[src/rtl/pipe_ctrl_pkg.sv]
// Shared definitions for the pipeline sequencing control: state encoding and
// architectural register constants.
package pipe_ctrl_pkg;

  typedef enum logic [1:0] {
    StRun      = 2'd0,
    StFlush    = 2'd1,
    StImemWait = 2'd2,
    StDmemWait = 2'd3
  } pipe_state_e;

  localparam logic [3:0] REG_PC = 4'd15;

endpackage

[src/rtl/hazard_stall_ctrl_if.sv]
// Pipeline-side hazard inputs and stage-register controls of the sequencing controller.
interface hazard_stall_ctrl_if #(
  parameter int unsigned CNT_W = 16
) ();

  logic [3:0]       id_rn;
  logic [3:0]       id_rm;
  logic [3:0]       id_rd;
  logic             id_use_rn;
  logic             id_use_rm;
  logic             id_use_rd;
  logic             ex_load;
  logic [3:0]       ex_rd;
  logic             branch_taken;
  logic             imem_ready;
  logic             mem_access;
  logic             dmem_ready;
  logic             pc_enable;
  logic             if_id_enable;
  logic             if_id_flush;
  logic             id_ex_bubble;
  logic             back_stall;
  logic [CNT_W-1:0] stall_count;
  logic             mem_timeout;

  modport master (
    output id_rn, id_rm, id_rd, id_use_rn, id_use_rm, id_use_rd, ex_load, ex_rd,
           branch_taken, imem_ready, mem_access, dmem_ready,
    input  pc_enable, if_id_enable, if_id_flush, id_ex_bubble, back_stall, stall_count,
           mem_timeout
  );

  modport slave (
    input  id_rn, id_rm, id_rd, id_use_rn, id_use_rm, id_use_rd, ex_load, ex_rd,
           branch_taken, imem_ready, mem_access, dmem_ready,
    output pc_enable, if_id_enable, if_id_flush, id_ex_bubble, back_stall, stall_count,
           mem_timeout
  );

endinterface

[src/rtl/hazard_stall_ctrl_hazard_detect.sv]
// Load-use hazard compare: a load in EX whose destination is read by the
// instruction in ID (as Rn, Rm or store source Rd).
module hazard_detect
  import pipe_ctrl_pkg::*;
(
  input  logic [3:0] id_rn,
  input  logic [3:0] id_rm,
  input  logic [3:0] id_rd,
  input  logic       id_use_rn,
  input  logic       id_use_rm,
  input  logic       id_use_rd,
  input  logic       ex_load,
  input  logic [3:0] ex_rd,
  output logic       lu
);

  always_comb begin
    lu = ex_load & ((id_use_rn & (ex_rd == id_rn)) |
                    (id_use_rm & (ex_rd == id_rm)) |
                    (id_use_rd & (ex_rd == id_rd)));
  end

endmodule

[src/rtl/hazard_stall_ctrl.sv]
// Pipeline sequencing controller: prioritised stall/flush decode for the PC,
// IF/ID, ID/EX and back-end registers, plus stall counter and DMEM timeout.
module hazard_stall_ctrl
  import pipe_ctrl_pkg::*;
#(
  parameter int unsigned FLUSH_CYCLES = 1,
  parameter int unsigned CNT_W        = 16,
  parameter int unsigned DMEM_TIMEOUT = 255
) (
  input logic                clk,
  input logic                reset,
  hazard_stall_ctrl_if.slave bus
);

  localparam int unsigned TmoW      = $clog2(DMEM_TIMEOUT + 1);
  localparam logic [2:0]  FlushInit = 3'(FLUSH_CYCLES - 1);

  pipe_state_e      state_q, state_d;
  logic [2:0]       flush_cnt_q, flush_cnt_d;
  logic [TmoW-1:0]  tmo_cnt_q, tmo_cnt_d;
  logic             mem_timeout_q, mem_timeout_d;
  logic [CNT_W-1:0] stall_count_q, stall_count_d;

  logic lu, dmem_stall, flushing;
  logic pc_enable, if_id_enable, if_id_flush, id_ex_bubble, back_stall;

  hazard_detect u_hazard_detect (
    .id_rn     (bus.id_rn),
    .id_rm     (bus.id_rm),
    .id_rd     (bus.id_rd),
    .id_use_rn (bus.id_use_rn),
    .id_use_rm (bus.id_use_rm),
    .id_use_rd (bus.id_use_rd),
    .ex_load   (bus.ex_load),
    .ex_rd     (bus.ex_rd),
    .lu        (lu)
  );

  assign dmem_stall = bus.mem_access & ~bus.dmem_ready;
  // A flush interrupted by a DMEM wait resumes once the wait ends.
  assign flushing   = (state_q == StFlush) | ((state_q == StDmemWait) & (flush_cnt_q != 3'd0));

  always_comb begin
    state_d       = state_q;
    flush_cnt_d   = flush_cnt_q;
    tmo_cnt_d     = '0;
    mem_timeout_d = mem_timeout_q;
    stall_count_d = stall_count_q;
    pc_enable     = 1'b0;
    if_id_enable  = 1'b0;
    if_id_flush   = 1'b0;
    id_ex_bubble  = 1'b0;
    back_stall    = 1'b0;

    if (!reset) begin
      if_id_flush  = 1'b1;
      id_ex_bubble = 1'b1;
      state_d      = StRun;
    end else if (dmem_stall) begin
      back_stall = 1'b1;
      state_d    = StDmemWait;
      if (tmo_cnt_q >= TmoW'(DMEM_TIMEOUT - 1)) begin
        tmo_cnt_d     = TmoW'(DMEM_TIMEOUT);
        mem_timeout_d = 1'b1;
      end else begin
        tmo_cnt_d = tmo_cnt_q + TmoW'(1);
      end
    end else if (flushing) begin
      if_id_flush = 1'b1;
      pc_enable   = bus.imem_ready;
      flush_cnt_d = flush_cnt_q - 3'd1;
      state_d     = (flush_cnt_q == 3'd1) ? StRun : StFlush;
    end else if (lu) begin
      id_ex_bubble = 1'b1;
      state_d      = StRun;
    end else if (bus.branch_taken) begin
      pc_enable   = 1'b1;
      if_id_flush = 1'b1;
      if (FLUSH_CYCLES > 1) begin
        state_d     = StFlush;
        flush_cnt_d = FlushInit;
      end else begin
        state_d = StRun;
      end
    end else if (!bus.imem_ready) begin
      if_id_flush = 1'b1;
      state_d     = StImemWait;
    end else begin
      pc_enable    = 1'b1;
      if_id_enable = 1'b1;
      state_d      = StRun;
    end

    if (reset && !pc_enable && (stall_count_q != '1)) begin
      stall_count_d = stall_count_q + CNT_W'(1);
    end
  end

  always_ff @(posedge clk) begin
    if (!reset) begin
      state_q       <= StRun;
      flush_cnt_q   <= '0;
      tmo_cnt_q     <= '0;
      mem_timeout_q <= 1'b0;
      stall_count_q <= '0;
    end else begin
      state_q       <= state_d;
      flush_cnt_q   <= flush_cnt_d;
      tmo_cnt_q     <= tmo_cnt_d;
      mem_timeout_q <= mem_timeout_d;
      stall_count_q <= stall_count_d;
    end
  end

  assign bus.pc_enable    = pc_enable;
  assign bus.if_id_enable = if_id_enable;
  assign bus.if_id_flush  = if_id_flush;
  assign bus.id_ex_bubble = id_ex_bubble;
  assign bus.back_stall   = back_stall;
  assign bus.stall_count  = stall_count_q;
  assign bus.mem_timeout  = mem_timeout_q;

endmodule
[src/flat_wrapper.sv]
// flat-port wrapper written by rule: the top's interface ports become plain ports
module hazard_stall_ctrl_flat import pipe_ctrl_pkg::*;
#(
  parameter int unsigned FLUSH_CYCLES = 1,
  parameter int unsigned CNT_W        = 16,
  parameter int unsigned DMEM_TIMEOUT = 255
)
  (clk, reset, bus_id_rn, bus_id_rm, bus_id_rd, bus_id_use_rn, bus_id_use_rm, bus_id_use_rd, bus_ex_load, bus_ex_rd, bus_branch_taken, bus_imem_ready, bus_mem_access, bus_dmem_ready, bus_pc_enable, bus_if_id_enable, bus_if_id_flush, bus_id_ex_bubble, bus_back_stall, bus_stall_count, bus_mem_timeout);
  hazard_stall_ctrl_if #(.CNT_W(CNT_W)) bus_i ();
  input logic clk;
  input logic reset;
  input wire logic [$bits(bus_i.id_rn)-1:0] bus_id_rn;
  input wire logic [$bits(bus_i.id_rm)-1:0] bus_id_rm;
  input wire logic [$bits(bus_i.id_rd)-1:0] bus_id_rd;
  input wire logic [$bits(bus_i.id_use_rn)-1:0] bus_id_use_rn;
  input wire logic [$bits(bus_i.id_use_rm)-1:0] bus_id_use_rm;
  input wire logic [$bits(bus_i.id_use_rd)-1:0] bus_id_use_rd;
  input wire logic [$bits(bus_i.ex_load)-1:0] bus_ex_load;
  input wire logic [$bits(bus_i.ex_rd)-1:0] bus_ex_rd;
  input wire logic [$bits(bus_i.branch_taken)-1:0] bus_branch_taken;
  input wire logic [$bits(bus_i.imem_ready)-1:0] bus_imem_ready;
  input wire logic [$bits(bus_i.mem_access)-1:0] bus_mem_access;
  input wire logic [$bits(bus_i.dmem_ready)-1:0] bus_dmem_ready;
  output wire logic [$bits(bus_i.pc_enable)-1:0] bus_pc_enable;
  output wire logic [$bits(bus_i.if_id_enable)-1:0] bus_if_id_enable;
  output wire logic [$bits(bus_i.if_id_flush)-1:0] bus_if_id_flush;
  output wire logic [$bits(bus_i.id_ex_bubble)-1:0] bus_id_ex_bubble;
  output wire logic [$bits(bus_i.back_stall)-1:0] bus_back_stall;
  output wire logic [$bits(bus_i.stall_count)-1:0] bus_stall_count;
  output wire logic [$bits(bus_i.mem_timeout)-1:0] bus_mem_timeout;
  assign bus_i.id_rn = bus_id_rn;
  assign bus_i.id_rm = bus_id_rm;
  assign bus_i.id_rd = bus_id_rd;
  assign bus_i.id_use_rn = bus_id_use_rn;
  assign bus_i.id_use_rm = bus_id_use_rm;
  assign bus_i.id_use_rd = bus_id_use_rd;
  assign bus_i.ex_load = bus_ex_load;
  assign bus_i.ex_rd = bus_ex_rd;
  assign bus_i.branch_taken = bus_branch_taken;
  assign bus_i.imem_ready = bus_imem_ready;
  assign bus_i.mem_access = bus_mem_access;
  assign bus_i.dmem_ready = bus_dmem_ready;
  assign bus_pc_enable = bus_i.pc_enable;
  assign bus_if_id_enable = bus_i.if_id_enable;
  assign bus_if_id_flush = bus_i.if_id_flush;
  assign bus_id_ex_bubble = bus_i.id_ex_bubble;
  assign bus_back_stall = bus_i.back_stall;
  assign bus_stall_count = bus_i.stall_count;
  assign bus_mem_timeout = bus_i.mem_timeout;
  hazard_stall_ctrl #(.FLUSH_CYCLES(FLUSH_CYCLES), .CNT_W(CNT_W), .DMEM_TIMEOUT(DMEM_TIMEOUT)) u_core (.clk(clk), .reset(reset), .bus(bus_i));
endmodule
[config.mk]
export PLATFORM = sky130hd
export DESIGN_NAME = hazard_stall_ctrl_flat
export DESIGN_NICKNAME = d
export VERILOG_FILES = /design/src/rtl/pipe_ctrl_pkg.sv /design/src/rtl/hazard_stall_ctrl_if.sv /design/src/rtl/hazard_stall_ctrl_hazard_detect.sv /design/src/rtl/hazard_stall_ctrl.sv /design/src/flat_wrapper.sv
export SDC_FILE = /design/constraint.sdc
export NUM_CORES = 1
export LEC_CHECK = 0
export BUFFER_PORTS_ARGS = -buffer_cell sky130_fd_sc_hd__buf_2
export CAP_MARGIN = 15
export CORE_MARGIN = 4
export CORE_UTILIZATION = 35
export DETAILED_ROUTE_END_ITERATION = 7
export SLEW_MARGIN = 10
export SYNTH_ARGS = -nofsm -noshare
export SYNTH_HDL_FRONTEND = slang
export SYNTH_SLANG_ARGS = --single-unit
[constraint.sdc]
create_clock -name clk -period 5.3 [get_ports clk]
set_input_delay 1.06 -clock clk [delete_from_list [all_inputs] [get_ports clk]]
set_output_delay 1.06 -clock clk [all_outputs]
set_load 0.05 [all_outputs]
Word-level counts from Yosys, hierarchy flattened
Cells that the tools add are included.
- $add $sub $neg: 3
- multipliers: 0
- div/mod/pow operators: 0
- magnitude comparators: 1
- equal/unequal tests: 7
- shift-type cells: 0
- mux-type cells: 30
- bitwise gates (word level): 11
- reduce and logical (&&, ||, !) cells: 7
- operators with widths (kind ; number):
    1-bit two-way mux ; 24
    16-bit by 1-bit adder with 16-bit output, second input constant ; 1
    16-bit inequality test, second input constant ; 1
    4-bit == test ; 3
    2-bit two-way mux ; 5
    8-bit by 1-bit adder with 8-bit output, second input constant ; 1
    8-bit >= comparator, second input constant ; 1
    8-bit two-way mux ; 1
    1-bit AND ; 6
    2-bit AND reduction ; 3
    3-bit by 1-bit == test with 1-bit output, second input constant ; 1
    1-bit bitwise OR ; 3
    3-bit nonzero test ; 1
    3-bit by 1-bit subtractor with 3-bit output, second input constant ; 1
    2-bit by 1-bit == test with 1-bit output, second input constant ; 1
    2-bit == test, second input constant ; 1
    1-bit logical AND ; 2
    1-bit inverter ; 2
    1-bit logical NOT ; 1
- flip-flop bits (word level): 30
- bits in latches: 0
- RAM bits: 0
- ROM bits: 0
- bits of input ports: 26
- output and inout port bits: 22
- logic and storage cells: 64
- memories kept: 0

Depth between registers and ports, before layout
Gate-level depths: netlist of run 1.
- depth in word-level cells: 12
- depth in mapped cells: 12

Hierarchy
Synthesis of run 1 repeated with hierarchy kept, for this count alone.
- cell total of the unflattened synthesis: 197
- area total of the unflattened synthesis: 1667.8 um^2
- modules (own cells, without submodules) (module ; instances ; cells an instance ; area each (um^2) ; seq. area each (um^2)):
    hazard_stall_ctrl ; 1 ; 178 ; 1524.0 ; 600.6
    hazard_detect ; 1 ; 19 ; 143.9 ; 0.0

Least setup slack after synthesis of run 1
Ideal clock, no wire load.
- path kind: input to output
- start point: input port bus_id_rd[2]
- end point: output port bus_if_id_enable
- arrival: 3.268 ns
- required time: 4.240 ns
- setup slack: 0.972 ns
- stages on the path: 6
- path buffers: 0
- cell sequence: xnor2_1 > nand2_1 > nor4_1 > o31ai_1 > nand3b_1 > nor4_1
- cells in the longest elaborated chain, start to end: 8
- ends and longest elaborated chain (what ; RTL line ; RTL):
    from (decl) ; flat_wrapper.sv:14 ; input wire logic [$bits(bus_i.id_rd)-1:0] bus_id_rd;
    4-bit == test ; hazard_stall_ctrl_hazard_detect.sv:20 ; (id_use_rd & (ex_rd == id_rd)));
    1-bit AND ; hazard_stall_ctrl_hazard_detect.sv:20 ;
    1-bit bitwise OR ; hazard_stall_ctrl_hazard_detect.sv:19 ; (id_use_rm & (ex_rd == id_rm)) |
    1-bit AND ; hazard_stall_ctrl_hazard_detect.sv:18 ; lu = ex_load & ((id_use_rn & (ex_rd == id_rn)) |
    1-bit two-way mux ; hazard_stall_ctrl.sv:73 ; end else if (lu) begin
    1-bit two-way mux ; hazard_stall_ctrl.sv:68 ; end else if (flushing) begin
    1-bit two-way mux ; hazard_stall_ctrl.sv:59 ; end else if (dmem_stall) begin
    1-bit two-way mux ; hazard_stall_ctrl.sv:55 ; if (!reset) begin
    to (decl) ; flat_wrapper.sv:25 ; output wire logic [$bits(bus_i.if_id_enable)-1:0] bus_if_id_enable;
Every way passes these cells.

Worst setup path after layout of run 1
- start point: input port bus_ex_rd[0]
- end point: output port bus_if_id_enable
- cells in the longest elaborated chain, start to end: 9
- elaborated cells between the ends (all ways): 13
- ends and longest elaborated chain (what ; RTL line ; RTL):
    from (decl) ; flat_wrapper.sv:19 ; input wire logic [$bits(bus_i.ex_rd)-1:0] bus_ex_rd;
    4-bit == test (on tied branches) ; hazard_stall_ctrl_hazard_detect.sv:18, hazard_stall_ctrl_hazard_detect.sv:19 ;
    1-bit AND (on tied branches) ; hazard_stall_ctrl_hazard_detect.sv:18, hazard_stall_ctrl_hazard_detect.sv:19 ;
    1-bit bitwise OR ; hazard_stall_ctrl_hazard_detect.sv:18 ;
    1-bit bitwise OR (*) ; hazard_stall_ctrl_hazard_detect.sv:19 ;
    1-bit AND (*) ; hazard_stall_ctrl_hazard_detect.sv:18 ;
    1-bit two-way mux (*) ; hazard_stall_ctrl.sv:73 ;
    1-bit two-way mux (*) ; hazard_stall_ctrl.sv:68 ;
    1-bit two-way mux (*) ; hazard_stall_ctrl.sv:59 ;
    1-bit two-way mux (*) ; hazard_stall_ctrl.sv:55 ;
Mark *: on every way between the ends. The rest lies on a longest branch, timed or not.

==> results of run 1 <==
==> layout make-up <==
cell class / instances / area, µm²
Fill cell: 501 / 2650
Multi-Input combinational cell: 148 / 1020
Sequential cell: 30 / 601
Timing Repair Buffer: 48 / 243
Tap cell: 67 / 83.8
Clock buffer: 6 / 82.6
Inverter: 10 / 37.5
Clock inverter: 2 / 12.5
==> metal layers <==
metal  share of wire, %  vias up  wire (µm)
met5                  0        -          0
met4                1.6        0         61
met3                4.7        6        181
met2                 48       30       1850
met1                 45      718       1750
li1                   -      830          -
==> report_power, final <==
group | leakage [nW] | switching [mW] | total [mW] | internal [mW]
Clock | 0.0472 | 0.0865 | 0.191 | 0.104
Sequential | 0.243 | 0.00511 | 0.236 | 0.231
Combinational | 0.526 | 0.0554 | 0.0834 | 0.0280
==> cells by family (layout without fill, tap and decap cells) <==
kind of cell	count (synthesis)	in the layout	share of synthesized area [%]
buffers and inverters	19	66	5.50
AO/OA/AOI/OAI	54	54	20.9
adder cells (fa/ha/maj)	6	6	4.40
flip-flops	30	30	35.2
AND/OR/NAND/NOR	70	70	24.8
XOR/XNOR	18	18	9.24
==> worst min-delay path: cells and delay by family, from the launching register on <==
family	cells	cell delay, ns
flops	1	0.32
simple gates	1	0.07
compound gates	1	0.04
==> cells in the final DEF (no fill, tap or decap), types with 3 or more instances in the layout <==
master / count
nor2_1: 9
dfxtp_1: 30
or4_1: 11
nand2_1: 11
xor2_1: 12
a21oi_1: 22
o31ai_1: 14
ha_1: 6
buf_2: 47
clkbuf_8: 6
nor4_1: 4
inv_1: 10
nand4_1: 3
xnor2_1: 6
and3_1: 4
nand3_1: 10
==> state kept, by name, summed over array words and instances, names as in the netlist <==
name and count:
u_core.flush_cnt_q 3, u_core.bus.stall_count 16, u_core.bus.mem_timeout 1, u_core.tmo_cnt_q 8, u_core.state_q 2
==> worst max path at each step <==
stage | slack (ns) | from | cells past startpoint | endpoint
finish | 1.72 | bus_ex_rd[0] | 7 | bus_if_id_enable
global route | 1.56 | bus_ex_rd[1] | 6 | bus_id_ex_bubble
CTS | 1.72 | bus_ex_rd[1] | 7 | bus_if_id_enable
detailed placement | 1.73 | bus_ex_rd[0] | 7 | bus_if_id_enable
global placement | 1.68 | bus_ex_rd[1] | 6 | bus_id_ex_bubble
floorplan | 0.97 | bus_id_rd[2] | 6 | bus_if_id_enable
==> flow_summary.toml, run 1 <==
[grt]
met2_usage_pct = 20.9
grt_pass1_vias = 1413
grt_util_met3_pct = 3.60
track_usage_pct = 12.7
grt-ovfl-total = 0
grt_start_max_net_pins = 30
busiest_layer = "met2"
grt_first_pass_wirelength_um = 6290
gr-usage-met1_pct = 15.6
antenna_found_initial = 0

[timing]
slew_headroom_pct = 48.7
skew_ns = 0.00584
rsz0062_at_grt = "no"
layout_min_cycle_time_ns = 3.58
maxSlewViolCount = 0
hold_viol = 0
finalCritPeriodShare_pct = 67.5
setup-violations-final = 0
worstMarginPinSlew_ns = 0.769
worst_slack_ns = 1.72
timing.hold.ws_ns = 0.477
clock.fmax_ghz = 0.280
tns_ns = 0

[critical_path]
cp.required_ns = 4.24
crit_chain = "buf_2, xor2_1, nor4_1, o31ai_1, nand3b_1, nor4_1, buf_2"
r2r_start = "u_core.flush_cnt_q[0]"
worst_setup_path_end_kind = "primary output"
start_kind = "primary input"
crit_type = "in2out"
worst_ep_arrival_time_ns = 2.52
critPathTopFamily = "compound AO/OA/AOI/OAI gates"
max_stage_delay_ns = 0.45
cpMaxStageDelayCell = "o31ai_1"
path_buf_inv = 2
r2r_end = "u_core.bus.stall_count[9]"
critPathMaxFanout = 4
r2r_cells = 9
reg2reg_slack_ns = 2.78

[clocking]
clkTransAtPathRegs_ns = 0.06
post_cts_resized = 0
ctsRootBufferMaster = "clkbuf_8"
cts_hold_buf = 0
postCtsSetupRepairBufs = 0
cts_made_buffers = 5
tritoncts = "yes"
cts_buffer_depth = 2
clkLatencyLatePin_ns = 0.28
htreeDepth = 2
cts_sinks = 30

[synthesis]
synth_cell_types = 44
synth_cells = 197
ys_top_cells_by_count = "dfxtp_1 (30), a21oi_1 (22), o31ai_1 (14)"
ys_seq_elements = 30
synth_edf_count = 0
synth_fp_nets = 229
syn_area_um2 = 1710
syn_avg_cell_area_um2 = 8.66
yosysMostFrequentCell = "dfxtp_1"
synth_seq_area_share_pct = 35.2
async_flop_share_pct = 0
yosysWarnings = 0
synth_area_leaders = "dfxtp_1 (35%), a21oi_1 (6.5%), o31ai_1 (6.2%)"
yosysTopAreaCell = "dfxtp_1"
synth_flop_cell = "dfxtp_1"
synth_top_cell_area_share_pct = 35.2

[placement]
globalplace.congestion = 0.767
place_inst = 303
placed_area_um2 = 1980
dp_hpwl_um = 2870
port_buffers = 47
dp_slack_ns = 1.73

[routing]
post-route-drc-count = 0
ant_nets = 0
avgRoutedWirePerCell_um = 12.4
firstDrtPassIters = 4
vias = 1584
wirelength_um = 3840
drt_iter0_markers = 66
routed_via_density = 5.09

[hold_path]
hold_start = "u_core.tmo_cnt_q[7]"
hold_path_depth = 2
holdPathEnd = "u_core.tmo_cnt_q[7]"
hold_class = "reg2reg"

[layout]
final_layout_size_suffix_gt1_share_pct = 25.0
final_cells = 311
diodes = 0
design_area_um2 = 2080
post-route-util_pct = 44.0
layout.nets = 275
synthToLayoutAreaGrowth_pct = 21.8

[run]
drv_cap = 0

[power]
vdd_drop_max_mv = 0.0983
p_per_area_nw_per_um2 = 245
p_leak_nw = 0.816
finalPower_mw = 0.510

[die]
coreArea_um2 = 4720
fp-row-count = 25
dieHeight_um = 77.8
die_w_um = 77.8
initial_core_util_pct = 36.1
pin_count = 48
die_area_um2 = 6060

[status]
outcome = "completed"
Note: power is estimated with default switching activity, not from simulation.
==> run 2, diff against run 1 <==
Clock period 5.3 ns to 2.9 ns, I/O delays scaled along.
==> run 2 against run 1 <==
Sequential share of layout area decreased by 0.58 points. Clock-buffer cell count decreased by 1. Design area increased by 2.0%. Sequential power increased by 83%. First-iteration DRC count increased by 21%. Critical path type unchanged. Largest power group unchanged.
==> flow_summary.toml, run 2 (synthesis results as in run 1) <==
[clocking]
cts_made_buffers = 5
htreeDepth = 2
post_cts_resized = 0
tritoncts = "yes"
clkLatencyLatePin_ns = 0.29
cts_buffer_depth = 2
clkTransAtPathRegs_ns = 0.07
cts_sinks = 30
ctsRootBufferMaster = "clkbuf_8"
postCtsSetupRepairBufs = 0
cts_hold_buf = 0

[layout]
final_cells = 314
diodes = 0
final_cell_mix = "buf_2 (47), dfxtp_1 (30), a21oi_1 (22), o31ai_1 (14), xor2_1 (12)"
final_layout_size_suffix_gt1_share_pct = 26.3
synthToLayoutAreaGrowth_pct = 24.3
final_common_cell = "buf_2"
largest_reg_flops = 16
fillerInstances = 477
layout.nets = 278

[die]
die_area_um2 = 6060
coreArea_um2 = 4720
die_w_um = 77.8
dieHeight_um = 77.8
pin_count = 48
fp-row-count = 25
initial_core_util_pct = 36.1

[hold_path]
hold_class = "reg2reg"
hold_path_depth = 2

[critical_path]
cpMostUsedCell = "buf_2"
crit_chain = "buf_2, xor2_1, nor4_1, o31ai_1, nand3b_1, nor4_2, buf_2"
start_kind = "primary input"
cp.required_ns = 2.32
reg2reg_slack_ns = 0.39
worst_ep_arrival_time_ns = 2.10
crit_type = "in2out"
max_stage_delay_ns = 0.49
critPathMaxFanout = 4
cpMaxStageDelayCell = "o31ai_1"
worst_setup_path_end_kind = "primary output"
r2r_cells = 9

[timing]
skew_ns = 0.00614
worst_slack_ns = 0.224
timing.hold.ws_ns = 0.469
setup-violations-final = 0
maxSlewViolCount = 0
worstMarginPinSlew_ns = 0.804
tns_ns = 0
hold_viol = 0
layout_min_cycle_time_ns = 2.68
clock.fmax_ghz = 0.374
slew_headroom_pct = 46.4
rsz0062_at_grt = "no"
finalCritPeriodShare_pct = 92.3

[placement]
dp_slack_ns = 0.246
port_buffers = 47
globalplace.congestion = 0.757
dp_hpwl_um = 2920
place_inst = 306

[grt]
grt-ovfl-total = 0
grt_pass1_vias = 1550
grt_first_pass_wirelength_um = 7200
track_usage_pct = 14.5
antenna_found_initial = 0
grt_start_max_net_pins = 30

[routing]
vias = 1621
drt_iter0_markers = 80
wirelength_um = 4090
ant_nets = 0
avgRoutedWirePerCell_um = 13.0
firstDrtPassIters = 4
routed_via_density = 5.16
post-route-drc-count = 0

[power]
p_per_area_nw_per_um2 = 475
vdd_drop_max_mv = 0.242
p_leak_nw = 0.841
finalPower_mw = 1.01

[run]
drv_cap = 0

[status]
outcome = "completed"
run 2: cell type report:
class | count | area (µm²) | share of cell area (%)
timing repair buffer | 51 | 265 | 12.5
sequential | 30 | 601 | 28.3
inverter | 10 | 37.5 | 1.77
clock inverter | 3 | 40.0 | 1.89
tap | 67 | 83.8 | 3.95
clock buffer | 5 | 68.8 | 3.24
multi-input combinational | 148 | 1020 | 48.3
run 2: stage by stage:
step	utilization, %	cell area (µm²)
after detailed placement	42.6	2010
after global routing	44.9	2120
final	44.9	2120
after CTS	44.9	2120
after floorplan	-	1710
after global placement	42.6	2010
run 2: worst paths after layout:
kind,from,endpoint
worst min register to register,u_core.tmo_cnt_q[7],u_core.tmo_cnt_q[7]
worst max-delay path,bus_ex_rd[3],bus_if_id_enable
worst max register to register,u_core.flush_cnt_q[0],u_core.bus.stall_count[15]
worst min-delay path,u_core.tmo_cnt_q[7],u_core.tmo_cnt_q[7]
run 2: per-layer routing:
layer | GRT usage [%] | vias to the layer above | share of wire [%]
met1 | 19.3 | 752 | 48
met2 | 22.1 | 28 | 47
li1 | - | 835 | -
met4 | 5.34 | 0 | 1.6
met5 | 0 | - | 0
met3 | 4.29 | 6 | 3.6
run 2: worst max-delay path, delay by kind of cell:
family / cells / cell delay (ns)
compound gates: 1 / 0.49
simple gates: 3 / 0.43
buf+inv: 2 / 0.42
xor+xnor: 1 / 0.17
run 2: report_power, final:
part | internal, mW | switching [mW]
logic | 0.0541 | 0.104
clock network | 0.253 | 0.165
registers | 0.422 | 0.00953
total | 0.729 | 0.279
